<file path="src/rtl/recip_result_uart_fmt_if.sv">
// -----------------------------------------------------------------------------
// recip_result_uart_fmt_if
// Bundles the signals of recip_result_uart_fmt: the result strobe from the
// reciprocal counter, the byte-level UART start/busy handshake and the status
// outputs.
//   slave  : the formatter block (consumes results, drives the UART side)
//   master : its environment (result producer + UART transmitter)
// Signals:
//   in_valid / in_n[23:0] / in_coarse[COARSE_WIDTH-1:0] / in_fine[7:0]
//   tx_data[7:0] / tx_start / tx_busy
//   fifo_level[FIFO_AW:0] / drop_cnt[7:0] / frame_done
// -----------------------------------------------------------------------------
interface recip_result_uart_fmt_if #(
  parameter int COARSE_WIDTH = 24,
  parameter int FIFO_AW      = 2
);
  logic                    in_valid;
  logic [23:0]             in_n;
  logic [COARSE_WIDTH-1:0] in_coarse;
  logic [7:0]              in_fine;
  logic [7:0]              tx_data;
  logic                    tx_start;
  logic                    tx_busy;
  logic [FIFO_AW:0]        fifo_level;
  logic [7:0]              drop_cnt;
  logic                    frame_done;

  modport master (
    output in_valid, in_n, in_coarse, in_fine, tx_busy,
    input  tx_data, tx_start, fifo_level, drop_cnt, frame_done
  );

  modport slave (
    input  in_valid, in_n, in_coarse, in_fine, tx_busy,
    output tx_data, tx_start, fifo_level, drop_cnt, frame_done
  );
endinterface

</file>
<file path="src/rtl/recip_result_uart_fmt.sv">
// -----------------------------------------------------------------------------
// recip_result_uart_fmt
// Output stage of the reciprocal frequency counter (sys domain). Buffers
// result strobes in a small FIFO and prints each one as an ASCII hex line
//   "R=NNNNNN,CCCCCC,FF\r\n"
// through a byte-level UART using its start/busy handshake.
//
// Optional build macro RECIP_FMT_CKSUM_EN: appends ",XX" before CR/LF, where
// XX is the XOR of the first 18 bytes of the line (23-byte frame).
//
// Ports:
//   clk  : sys clock, rising edge
//   rst  : synchronous reset, active-high
//   bus  : recip_result_uart_fmt_if.slave
//          in_valid/in_n/in_coarse/in_fine  result strobe
//          tx_data/tx_start/tx_busy          UART byte handshake
//          fifo_level                        entries buffered
//          drop_cnt                          results lost to a full FIFO (sat. 255)
//          frame_done                        pulse after the last byte of a line
// -----------------------------------------------------------------------------
module recip_result_uart_fmt #(
  parameter int COARSE_WIDTH = 24,
  parameter int FIFO_DEPTH   = 4,
  parameter int FIFO_AW      = 2
) (
  input  logic                  clk,
  input  logic                  rst,
  recip_result_uart_fmt_if.slave bus
);

`ifdef RECIP_FMT_CKSUM_EN
  localparam logic [4:0] LAST = 5'd22;
`else
  localparam logic [4:0] LAST = 5'd19;
`endif
  localparam logic [FIFO_AW:0] DEPTH_L = (FIFO_AW+1)'(FIFO_DEPTH);

  typedef enum logic [1:0] {S_IDLE, S_START, S_WAIT_HI, S_WAIT_LO} state_e;

  typedef struct packed {
    logic [23:0] n;
    logic [23:0] coarse;
    logic [7:0]  fine;
  } entry_t;

  function automatic logic [7:0] hex_char(input logic [3:0] nib);
    return (nib < 4'd10) ? (8'h30 + {4'h0, nib}) : (8'h37 + {4'h0, nib});
  endfunction

  // Nibble 'pos' of a 24-bit field, counted from the most significant end.
  function automatic logic [3:0] nib_at(input logic [23:0] v, input logic [4:0] pos);
    logic [23:0] sh;
    sh = v << {pos, 2'b00};
    return sh[23:20];
  endfunction

  // Coarse count is always printed as 24 bits.
  logic [23:0] coarse24;
  if (COARSE_WIDTH >= 24) begin : g_coarse_trunc
    assign coarse24 = bus.in_coarse[23:0];
  end else begin : g_coarse_ext
    assign coarse24 = {{(24-COARSE_WIDTH){1'b0}}, bus.in_coarse};
  end

  state_e               state_q, state_d;
  logic [4:0]           idx_q, idx_d;
  logic [1:0]           tmo_q, tmo_d;
  entry_t               frame_q, frame_d;
  logic [FIFO_AW-1:0]   wr_ptr_q, wr_ptr_d;
  logic [FIFO_AW-1:0]   rd_ptr_q, rd_ptr_d;
  logic [FIFO_AW:0]     level_q, level_d;
  logic [7:0]           drop_q, drop_d;
  logic                 tx_start_q, tx_start_d;
  logic [7:0]           tx_data_q, tx_data_d;
  logic                 frame_done_q, frame_done_d;
`ifdef RECIP_FMT_CKSUM_EN
  logic [7:0]           cksum_q, cksum_d;
`endif

  entry_t               mem_q [FIFO_DEPTH];
  entry_t               push_entry;
  logic                 full, push, pop, byte_done;
  logic [7:0]           cur_char;

  assign push_entry = '{n: bus.in_n, coarse: coarse24, fine: bus.in_fine};

  // Character at the current frame position, taken from the frozen frame register.
  always_comb begin
    // NOTE: every signal assigned in a combinational block gets a default first,
    // so no path through the case statements can infer a latch.
    cur_char = 8'h00;
    case (idx_q)
      5'd0:                                   cur_char = 8'h52;   // 'R'
      5'd1:                                   cur_char = 8'h3D;   // '='
      5'd2, 5'd3, 5'd4, 5'd5, 5'd6, 5'd7:     cur_char = hex_char(nib_at(frame_q.n, idx_q - 5'd2));
      5'd8:                                   cur_char = 8'h2C;   // ','
      5'd9, 5'd10, 5'd11, 5'd12, 5'd13, 5'd14: cur_char = hex_char(nib_at(frame_q.coarse, idx_q - 5'd9));
      5'd15:                                  cur_char = 8'h2C;
      5'd16:                                  cur_char = hex_char(frame_q.fine[7:4]);
      5'd17:                                  cur_char = hex_char(frame_q.fine[3:0]);
`ifdef RECIP_FMT_CKSUM_EN
      5'd18:                                  cur_char = 8'h2C;
      5'd19:                                  cur_char = hex_char(cksum_q[7:4]);
      5'd20:                                  cur_char = hex_char(cksum_q[3:0]);
      5'd21:                                  cur_char = 8'h0D;
      5'd22:                                  cur_char = 8'h0A;
`else
      5'd18:                                  cur_char = 8'h0D;
      5'd19:                                  cur_char = 8'h0A;
`endif
      default:                                cur_char = 8'h00;
    endcase
  end

  // Frame FSM and FIFO bookkeeping.
  always_comb begin
    state_d      = state_q;
    idx_d        = idx_q;
    tmo_d        = tmo_q;
    frame_d      = frame_q;
    tx_start_d   = 1'b0;
    tx_data_d    = tx_data_q;
    frame_done_d = 1'b0;
    pop          = 1'b0;
    byte_done    = 1'b0;

    case (state_q)
      S_IDLE: begin
        if (level_q != '0) begin
          pop     = 1'b1;
          frame_d = mem_q[rd_ptr_q];
          idx_d   = 5'd0;
          state_d = S_START;
        end
      end
      S_START: begin
        tx_data_d = cur_char;
        if (!bus.tx_busy) begin
          tx_start_d = 1'b1;
          tmo_d      = 2'd0;
          state_d    = S_WAIT_HI;
        end
      end
      S_WAIT_HI: begin
        // A UART that never acknowledges must not hang the line: after four
        // cycles without busy the byte is considered sent.
        if (bus.tx_busy) begin
          state_d = S_WAIT_LO;
        end else if (tmo_q == 2'd3) begin
          byte_done = 1'b1;
        end else begin
          tmo_d = tmo_q + 2'd1;
        end
      end
      S_WAIT_LO: begin
        if (!bus.tx_busy) byte_done = 1'b1;
      end
      default: state_d = S_IDLE;
    endcase

    if (byte_done) begin
      if (idx_q == LAST) begin
        frame_done_d = 1'b1;
        state_d      = S_IDLE;
      end else begin
        idx_d   = idx_q + 5'd1;
        state_d = S_START;
      end
    end

    // A full FIFO still accepts a push when the FSM pops in the same cycle.
    full     = (level_q == DEPTH_L);
    push     = bus.in_valid && (!full || pop);
    wr_ptr_d = push ? wr_ptr_q + FIFO_AW'(1) : wr_ptr_q;
    rd_ptr_d = pop  ? rd_ptr_q + FIFO_AW'(1) : rd_ptr_q;
    case ({push, pop})
      2'b10:   level_d = level_q + (FIFO_AW+1)'(1);
      2'b01:   level_d = level_q - (FIFO_AW+1)'(1);
      default: level_d = level_q;
    endcase

    drop_d = drop_q;
    if (bus.in_valid && full && !pop && drop_q != 8'hFF) drop_d = drop_q + 8'd1;
  end

`ifdef RECIP_FMT_CKSUM_EN
  // Running XOR of the issued bytes 0..17; restarted for every popped result.
  always_comb begin
    cksum_d = cksum_q;
    if (tx_start_d && idx_q <= 5'd17) cksum_d = cksum_q ^ cur_char;
    if (pop) cksum_d = 8'h00;
  end
`endif

  always_ff @(posedge clk) begin
    // NOTE: sequential state uses non-blocking assignments so every flop
    // samples the pre-edge values regardless of statement order.
    if (rst) begin
      state_q      <= S_IDLE;
      idx_q        <= 5'd0;
      tmo_q        <= 2'd0;
      frame_q      <= '0;
      wr_ptr_q     <= '0;
      rd_ptr_q     <= '0;
      level_q      <= '0;
      drop_q       <= 8'h00;
      tx_start_q   <= 1'b0;
      tx_data_q    <= 8'h00;
      frame_done_q <= 1'b0;
`ifdef RECIP_FMT_CKSUM_EN
      cksum_q      <= 8'h00;
`endif
    end else begin
      state_q      <= state_d;
      idx_q        <= idx_d;
      tmo_q        <= tmo_d;
      frame_q      <= frame_d;
      wr_ptr_q     <= wr_ptr_d;
      rd_ptr_q     <= rd_ptr_d;
      level_q      <= level_d;
      drop_q       <= drop_d;
      tx_start_q   <= tx_start_d;
      tx_data_q    <= tx_data_d;
      frame_done_q <= frame_done_d;
`ifdef RECIP_FMT_CKSUM_EN
      cksum_q      <= cksum_d;
`endif
    end
  end

  // NOTE: the storage array has no reset; the pointers and level define which
  // entries are valid, so resetting the data would only cost area.
  always_ff @(posedge clk) begin
    if (push) mem_q[wr_ptr_q] <= push_entry;
  end

  assign bus.tx_data    = tx_data_q;
  assign bus.tx_start   = tx_start_q;
  assign bus.fifo_level = level_q;
  assign bus.drop_cnt   = drop_q;
  assign bus.frame_done = frame_done_q;

endmodule

</file>
<file path="src/flat_wrapper.sv">
// flat-port wrapper written by rule: the top's interface ports become plain ports
module recip_result_uart_fmt_flat 
#(
  parameter int COARSE_WIDTH = 24,
  parameter int FIFO_DEPTH   = 4,
  parameter int FIFO_AW      = 2
)
  (clk, rst, bus_in_valid, bus_in_n, bus_in_coarse, bus_in_fine, bus_tx_busy, bus_tx_data, bus_tx_start, bus_fifo_level, bus_drop_cnt, bus_frame_done);
  recip_result_uart_fmt_if #(.COARSE_WIDTH(COARSE_WIDTH), .FIFO_AW(FIFO_AW)) bus_i ();
  input  logic clk;
  input  logic rst;
  input wire logic [$bits(bus_i.in_valid)-1:0] bus_in_valid;
  input wire logic [$bits(bus_i.in_n)-1:0] bus_in_n;
  input wire logic [$bits(bus_i.in_coarse)-1:0] bus_in_coarse;
  input wire logic [$bits(bus_i.in_fine)-1:0] bus_in_fine;
  input wire logic [$bits(bus_i.tx_busy)-1:0] bus_tx_busy;
  output wire logic [$bits(bus_i.tx_data)-1:0] bus_tx_data;
  output wire logic [$bits(bus_i.tx_start)-1:0] bus_tx_start;
  output wire logic [$bits(bus_i.fifo_level)-1:0] bus_fifo_level;
  output wire logic [$bits(bus_i.drop_cnt)-1:0] bus_drop_cnt;
  output wire logic [$bits(bus_i.frame_done)-1:0] bus_frame_done;
  assign bus_i.in_valid = bus_in_valid;
  assign bus_i.in_n = bus_in_n;
  assign bus_i.in_coarse = bus_in_coarse;
  assign bus_i.in_fine = bus_in_fine;
  assign bus_i.tx_busy = bus_tx_busy;
  assign bus_tx_data = bus_i.tx_data;
  assign bus_tx_start = bus_i.tx_start;
  assign bus_fifo_level = bus_i.fifo_level;
  assign bus_drop_cnt = bus_i.drop_cnt;
  assign bus_frame_done = bus_i.frame_done;
  recip_result_uart_fmt #(.COARSE_WIDTH(COARSE_WIDTH), .FIFO_DEPTH(FIFO_DEPTH), .FIFO_AW(FIFO_AW)) u_core (.clk(clk), .rst(rst), .bus(bus_i));
endmodule
</file>
<file path="config.mk">
export PLATFORM = sky130hd
export DESIGN_NAME = recip_result_uart_fmt_flat
export DESIGN_NICKNAME = d
export VERILOG_FILES = /design/src/rtl/recip_result_uart_fmt_if.sv /design/src/rtl/recip_result_uart_fmt.sv /design/src/flat_wrapper.sv
export SDC_FILE = /design/constraint.sdc
export NUM_CORES = 1
export LEC_CHECK = 0
export BUFFER_PORTS_ARGS = -buffer_cell sky130_fd_sc_hd__buf_2
export CAP_MARGIN = 20
export CORE_MARGIN = 2
export CORE_UTILIZATION = 29
export CTS_CLUSTER_DIAMETER = 30
export DETAILED_ROUTE_END_ITERATION = 10
export SLEW_MARGIN = 0
export SYNTH_ARGS = -nofsm -noshare
export SYNTH_HDL_FRONTEND = slang
export SYNTH_SLANG_ARGS = --single-unit
</file>
<file path="constraint.sdc">
create_clock -name clk -period 3.3 [get_ports clk]
set_input_delay 0.495 -clock clk [delete_from_list [all_inputs] [get_ports clk]]
set_output_delay 0.495 -clock clk [all_outputs]
set_load 0.01 [all_outputs]
</file>
==> flow_summary_export.csv, run 1 <==
group,metric,value,unit
worst_setup_path,setup.worst_path.class,"reg -> reg",
power,power_frac_comb,18.3,%
cells_and_area,drive_above_1_share,26.0,%
timing,slew_headroom,40.7,%
yosys,netlist-cell-type-count,64,
yosys,synthFlopType,"edfxtp_1",
drt,first_pass_iters,4,
timing,fin_skew,0.0409,ns
clock_tree,clock-sinks,313,
clock_tree,tritoncts,"yes",
yosys,synthArstFlopShare,0,%
drt,ant_nets,0,
power,seqPwrFrac,38.1,%
clock_tree,cts_hold_buf,0,
timing,worstMarginPinSlew,0.889,ns
timing,post-route-min-period,2.85,ns
global_route,groute.usage.overall,12.0,%
timing,hold_viol,0,
yosys,ys_seq_elements,313,
floorplan,io_pins,81,
placement,numPortBuffers,79,
floorplan,dieArea,45500,sq um
clock_tree,cts-root-buf,"clkbuf_16",
timing,fin_crit_sh,86.4,%
power,max-vdd-ir-drop,0.463,mV
timing,setup_viol,0,
global_route,first_global_vias,7580,
drt,vias_per_cell,4.57,
yosys,synth_top_area_share,52.9,%
yosys,synth_edf_count,224,
cells_and_area,fin_area,15800,sq um
worst_setup_path,cp_max_fo,7,
yosys,yosys_warnings,0,
power,switching_share,28.2,%
power,finalPower,0.0134,W
cells_and_area,fin_nets,1070,
yosys,synth_area_leaders,"edfxtp_1 53%, dfxtp_1 14%, mux4_2 10%",
yosys,synthesis.area,12700,sq um
timing,tns,0,ns
placement,hpwl,15900,microns
clock_tree,clk_pin_slew,0.05,ns
drt,initialDrtViolationCount,472,
floorplan,rows,76,
floorplan,die_y,213,microns
global_route,grt_max_degree,68,
clock_tree,cts_resized,0,
cells_and_area,fill_cells,4118,
worst_setup_path,critPathRequiredTime,3.80,ns
yosys,syn_area_per_cell,14.5,sq um
power,switchingPower,0.00378,W
cells_and_area,fin_util,36.6,%
timing,holdWs,0.117,ns
drt,wirelength,26600,microns
status,outcome,"finished clean",
power,p_per_area,848,nW/um^2
worst_setup_path,crit_path_end_kind,"flop",
global_route,antenna_found_initial,5,
clock_tree,cts_setup_buffers,0,
cells_and_area,area_growth,24.5,%
worst_setup_path,critPathLaunchType,"flop",
clock_tree,cts_max_level,2,
clock_tree,clock_latency,0.59,ns
power,p_int,0.00963,W
yosys,syn_inst,879,
global_route,grt-ovfl-total,0,
power,p_leak,5.36,nW
hold_path,hp-class,"in -> reg",
placement,place_area,13800,sq um
power,pwr-share-clk,43.6,%
timing,drv_slew,0,
global_route,grt_pass1_wl,42300,microns
clock_tree,numCtsBuffers,59,
floorplan,dieWidth,213,microns
timing,rsz0062_at_grt,"false",
yosys,synth_nets,963,
placement,gp_congestion,0.853,
drt,route.detailed.drc,0,
clock_tree,clockBufferDepth,3,
drt,wl_per_cell,16.4,microns
floorplan,coreArea,43200,sq um
yosys,yosysSeqAreaShare,66.9,%
drt,via_count,7423,
yosys,yosys.area.top_type,"edfxtp_1",
floorplan,start_util,29.4,%
timing,fmax,351,MHz
worst_setup_path,arrival,3.36,ns
run,maxCapViolations,0,
state kept, by name (all words and copies together), names as in the netlist:
name / flops
u_core.mem_q: 224
u_core.frame_q: 56
u_core.bus.drop_cnt: 8
u_core.bus.tx_data: 7
u_core.idx_q: 5
u_core.bus.fifo_level: 3
u_core.rd_ptr_q: 2
u_core.state_q: 2
u_core.tmo_q: 2
u_core.wr_ptr_q: 2
u_core.bus.frame_done: 1
u_core.bus.tx_start: 1
power by group through the flow:
stage	sequential (W)	combinational (W)	clock [W]
final	0.00511	0.00246	0.00585
after global routing	0.00517	0.00278	0.00620
after CTS	0.00511	0.00253	0.00598
after detailed placement	0.00518	0.00252	0
after global placement	0.00516	0.00249	0
after floorplan	0.00510	0.00185	0
final timing paths:
path                                    from  slack (ns)                               endpoint  cells past startpoint
max           u_core.state_q[0]$_SDFFE_PP0P_        0.45  u_core.bus.fifo_level[2]$_SDFFE_PP0P_                     11
min reg2reg  u_core.frame_q[35]$_SDFFE_PP0P_        0.45        u_core.frame_q[35]$_SDFFE_PP0P_                      2
min                        bus_in_coarse[19]        0.12          u_core.mem_q[2][27]$_DFFE_PP_                      1
max reg2reg   u_core.state_q[0]$_SDFFE_PP0P_        0.45  u_core.bus.fifo_level[2]$_SDFFE_PP0P_                     11
per-layer routing:
| metal | part of all wire, % | routed length, microns | up-vias | global-route usage, % |
|---|---|---|---|---|
| met1 | 47 | 12400 | 3614 | 16.3 |
| met2 | 45 | 12000 | 182 | 18.5 |
| met3 | 5.9 | 1580 | 63 | 3.46 |
| li1 | - | - | 3556 | - |
| met5 | 0.16 | 42 | - | 0 |
| met4 | 2.4 | 639 | 8 | 3.86 |
metrics by stage:
step / worst slack, ns / instances
3_5_place_dp: 0.468 / 1510
6_report: 0.448 / 1623
2_1_floorplan: 0.524 / 879
4_1_cts: 0.444 / 1621
3_3_place_gp: 0.614 / 1510
5_1_grt: 0.0822 / 1621
worst max-delay path: stages (launching register included):
cell,delay [ns]
dfxtp_1,0.40
inv_1,0.09
ha_1,0.24
nor4b_1,0.50
nor2b_1,0.24
inv_1,0.10
ha_1,0.18
inv_1,0.06
fa_1,0.37
xor2_1,0.16
or3_1,0.31
a21oi_1,0.14
cell usage in the layout, fill, tap and decap left out, types with 6 or more instances in the layout:
cell type,Yosys,routed
clkbuf_1,33,8
ha_1,23,23
a21oi_1,82,82
nor2_1,36,36
nor3_1,8,8
mux4_2,59,59
dfxtp_1,89,87
clkinvlp_4,0,6
inv_1,18,18
buf_2,5,79
inv_6,0,6
nand3_1,7,7
xor2_1,7,7
buf_4,2,8
clkinv_2,0,9
clkbuf_16,0,62
nand2_1,139,139
xnor2_1,7,7
o21ai_0,15,15
mux2i_1,20,20
edfxtp_1,224,224
synthesized netlist by cell type (all sizes together) (8+ instances only):
library cell / number
xor2: 8
edfxtp: 224
nor2: 36
mux2i: 20
mux4: 59
nand2: 139
dfxtp: 89
and2: 8
ha: 23
a21oi: 85
clkbuf: 33
inv: 19
o21ai: 15
buf: 13
nor3: 8
cell families after synthesis:
family                     synth area share [%]
AOI/OAI and AO/OA                          6.79
other                                    0.0295
muxes                                      12.3
DFF                                        66.9
and+or+nand+nor                            8.13
buffers and inverters                      2.20
xor gates and xnor gates                   1.18
adders and majority gates                  2.42
cell type report:
type,instances,area [sq um],area share [%]
multi-input combinational,500,3930,24.8
clock buffer,72,1610,10.2
tap,585,732,4.63
timing repair buffer,92,556,3.51
clock inverter,39,398,2.52
antenna,2,5.00,0.0316
sequential,313,8510,53.8
inverter,20,77.6,0.490
(Power assumes the default switching activity.)
==> inputs of run 2 (changes only) <==
--- a/config.mk
+++ b/config.mk
@@ -11,6 +11,7 @@
 export CORE_UTILIZATION = 29
 export CTS_CLUSTER_DIAMETER = 30
 export DETAILED_ROUTE_END_ITERATION = 10
+export PLACE_DENSITY = 0.42
 export SLEW_MARGIN = 0
 export SYNTH_ARGS = -nofsm -noshare
 export SYNTH_HDL_FRONTEND = slang
==> flow_summary_export.csv, run 2 (synthesis gave the netlist of run 1 again) <==
group,metric,value,unit
clock_tree,clock-sinks,313,
power,max-vdd-ir-drop,0.566,mV
drt,via_count,7619,
clock_tree,cts_setup_buffers,0,
drt,vias_per_cell,4.57,
timing,fin_skew,0.0221,ns
global_route,grt_max_degree,72,
clock_tree,clock_latency,0.59,ns
global_route,grt_pass1_wl,45700,microns
power,finalPower,0.0155,W
floorplan,die_y,213,microns
worst_setup_path,crit_path_end_kind,"flop",
global_route,grt-ovfl-total,0,
clock_tree,cts_max_level,3,
timing,tns,0,ns
timing,rsz0062_at_grt,"false",
cells_and_area,largest_reg_flops,224,
worst_setup_path,arrival,3.39,ns
drt,wirelength,29200,microns
cells_and_area,final_common_cell,"edfxtp_1",
timing,slew_headroom,46.1,%
cells_and_area,mostFrequentLayoutCells,"224 x edfxtp_1, 139 x nand2_1, 87 x dfxtp_1, 84 x clkbuf_16, 82 x a21oi_1",
cells_and_area,diodes,0,
floorplan,rows,76,
timing,post-route-min-period,2.89,ns
drt,ant_nets,0,
clock_tree,cts-root-buf,"clkbuf_16",
clock_tree,tritoncts,"yes",
floorplan,start_util,29.4,%
floorplan,coreArea,43200,sq um
timing,worstMarginPinSlew,0.808,ns
worst_setup_path,setup.worst_path.class,"reg -> reg",
placement,post-place-ws,0.375,ns
power,p_leak,5.80,nW
floorplan,dieWidth,213,microns
clock_tree,clk_pin_slew,0.05,ns
timing,fin_crit_sh,87.5,%
hold_path,holdPathStages,1,
drt,initialDrtViolationCount,458,
floorplan,dieArea,45500,sq um
worst_setup_path,cp_max_fo,7,
clock_tree,cts_resized,0,
power,p_per_area,925,nW/um^2
worst_setup_path,reg2reg_depth,11,
placement,gp_congestion,0.734,
clock_tree,clockBufferDepth,3,
placement,hpwl,17800,microns
status,outcome,"finished clean",
timing,drv_slew,0,
cells_and_area,drive_above_1_share,29.0,%
timing,hold_viol,0,
placement,numPortBuffers,79,
timing,timing.final.ws_setup,0.413,ns
clock_tree,numCtsBuffers,79,
hold_path,hp-class,"in -> reg",
global_route,antenna_found_initial,0,
timing,fmax,346,MHz
cells_and_area,fill_cells,4135,
global_route,groute.usage.overall,13.3,%
timing,setup_viol,0,
cells_and_area,area_growth,31.7,%
worst_setup_path,critPathLaunchType,"flop",
global_route,first_global_vias,7925,
worst_setup_path,critPathRequiredTime,3.80,ns
cells_and_area,fin_nets,1101,
cells_and_area,largest_register,"u_core.mem_q",
drt,wl_per_cell,17.5,microns
run,maxCapViolations,0,
drt,route.detailed.drc,0,
floorplan,io_pins,81,
clock_tree,cts_hold_buf,0,
drt,first_pass_iters,5,
-- run 2: worst max-delay path, cell delays in order, from the launching register on --
cell and delay, ns:
dfxtp_1 0.40, inv_1 0.09, ha_1 0.24, nor4b_1 0.51
nor2b_1 0.27, inv_1 0.11, ha_1 0.17, inv_1 0.06
fa_1 0.37, xor2_1 0.15, or3_1 0.31, a21oi_1 0.13
-- run 2: metal layers --
metal / up-vias / track usage, % / share of wire (%) / wire (microns)
met5: - / 0 / 0 / 0
met4: 0 / 5.48 / 2.9 / 842
met3: 57 / 3.76 / 4.9 / 1430
met2: 172 / 20.9 / 46 / 13400
met1: 3763 / 17.3 / 46 / 13500
li1: 3627 / - / - / -
-- run 2: path summary, 6_finish.rpt --
kind	start	endpoint	slack (ns)
min	bus_in_n[8]	u_core.mem_q[2][40]$_DFFE_PP_	0.13
min reg2reg	u_core.frame_q[28]$_SDFFE_PP0P_	u_core.frame_q[28]$_SDFFE_PP0P_	0.45
max reg2reg	u_core.state_q[0]$_SDFFE_PP0P_	u_core.bus.fifo_level[2]$_SDFFE_PP0P_	0.41
max	u_core.state_q[0]$_SDFFE_PP0P_	u_core.bus.fifo_level[2]$_SDFFE_PP0P_	0.41
-- run 2: cell type report --
type                            instances  area [sq um]  area share [%]
Sequential cell                       313          8510            50.9
Multi-Input combinational cell        500          3930            23.5
Clock buffer                          102          2230            13.3
Tap cell                              585           732            4.37
Timing Repair Buffer                  103           713            4.26
Clock inverter                         45           547            3.27
Inverter                               20          77.6           0.463
-- run 2: report_power, final --
part / switching [W] / internal [W]
clock: 0.00241 / 0.00535
sequential: 0.000411 / 0.00481
combinational: 0.00143 / 0.00107
-- run 2: per-stage QoR --
step	instances	instance area, sq um	hold slack [ns]	utilization [%]
after detailed placement	1521	14000	0.446	32.3
after floorplan	879	12700	0.433	-
after global routing	1668	16700	0.102	38.8
after global placement	1521	14000	0.443	32.3
after CTS	1668	16700	0.0917	38.8
final	1668	16700	0.126	38.8
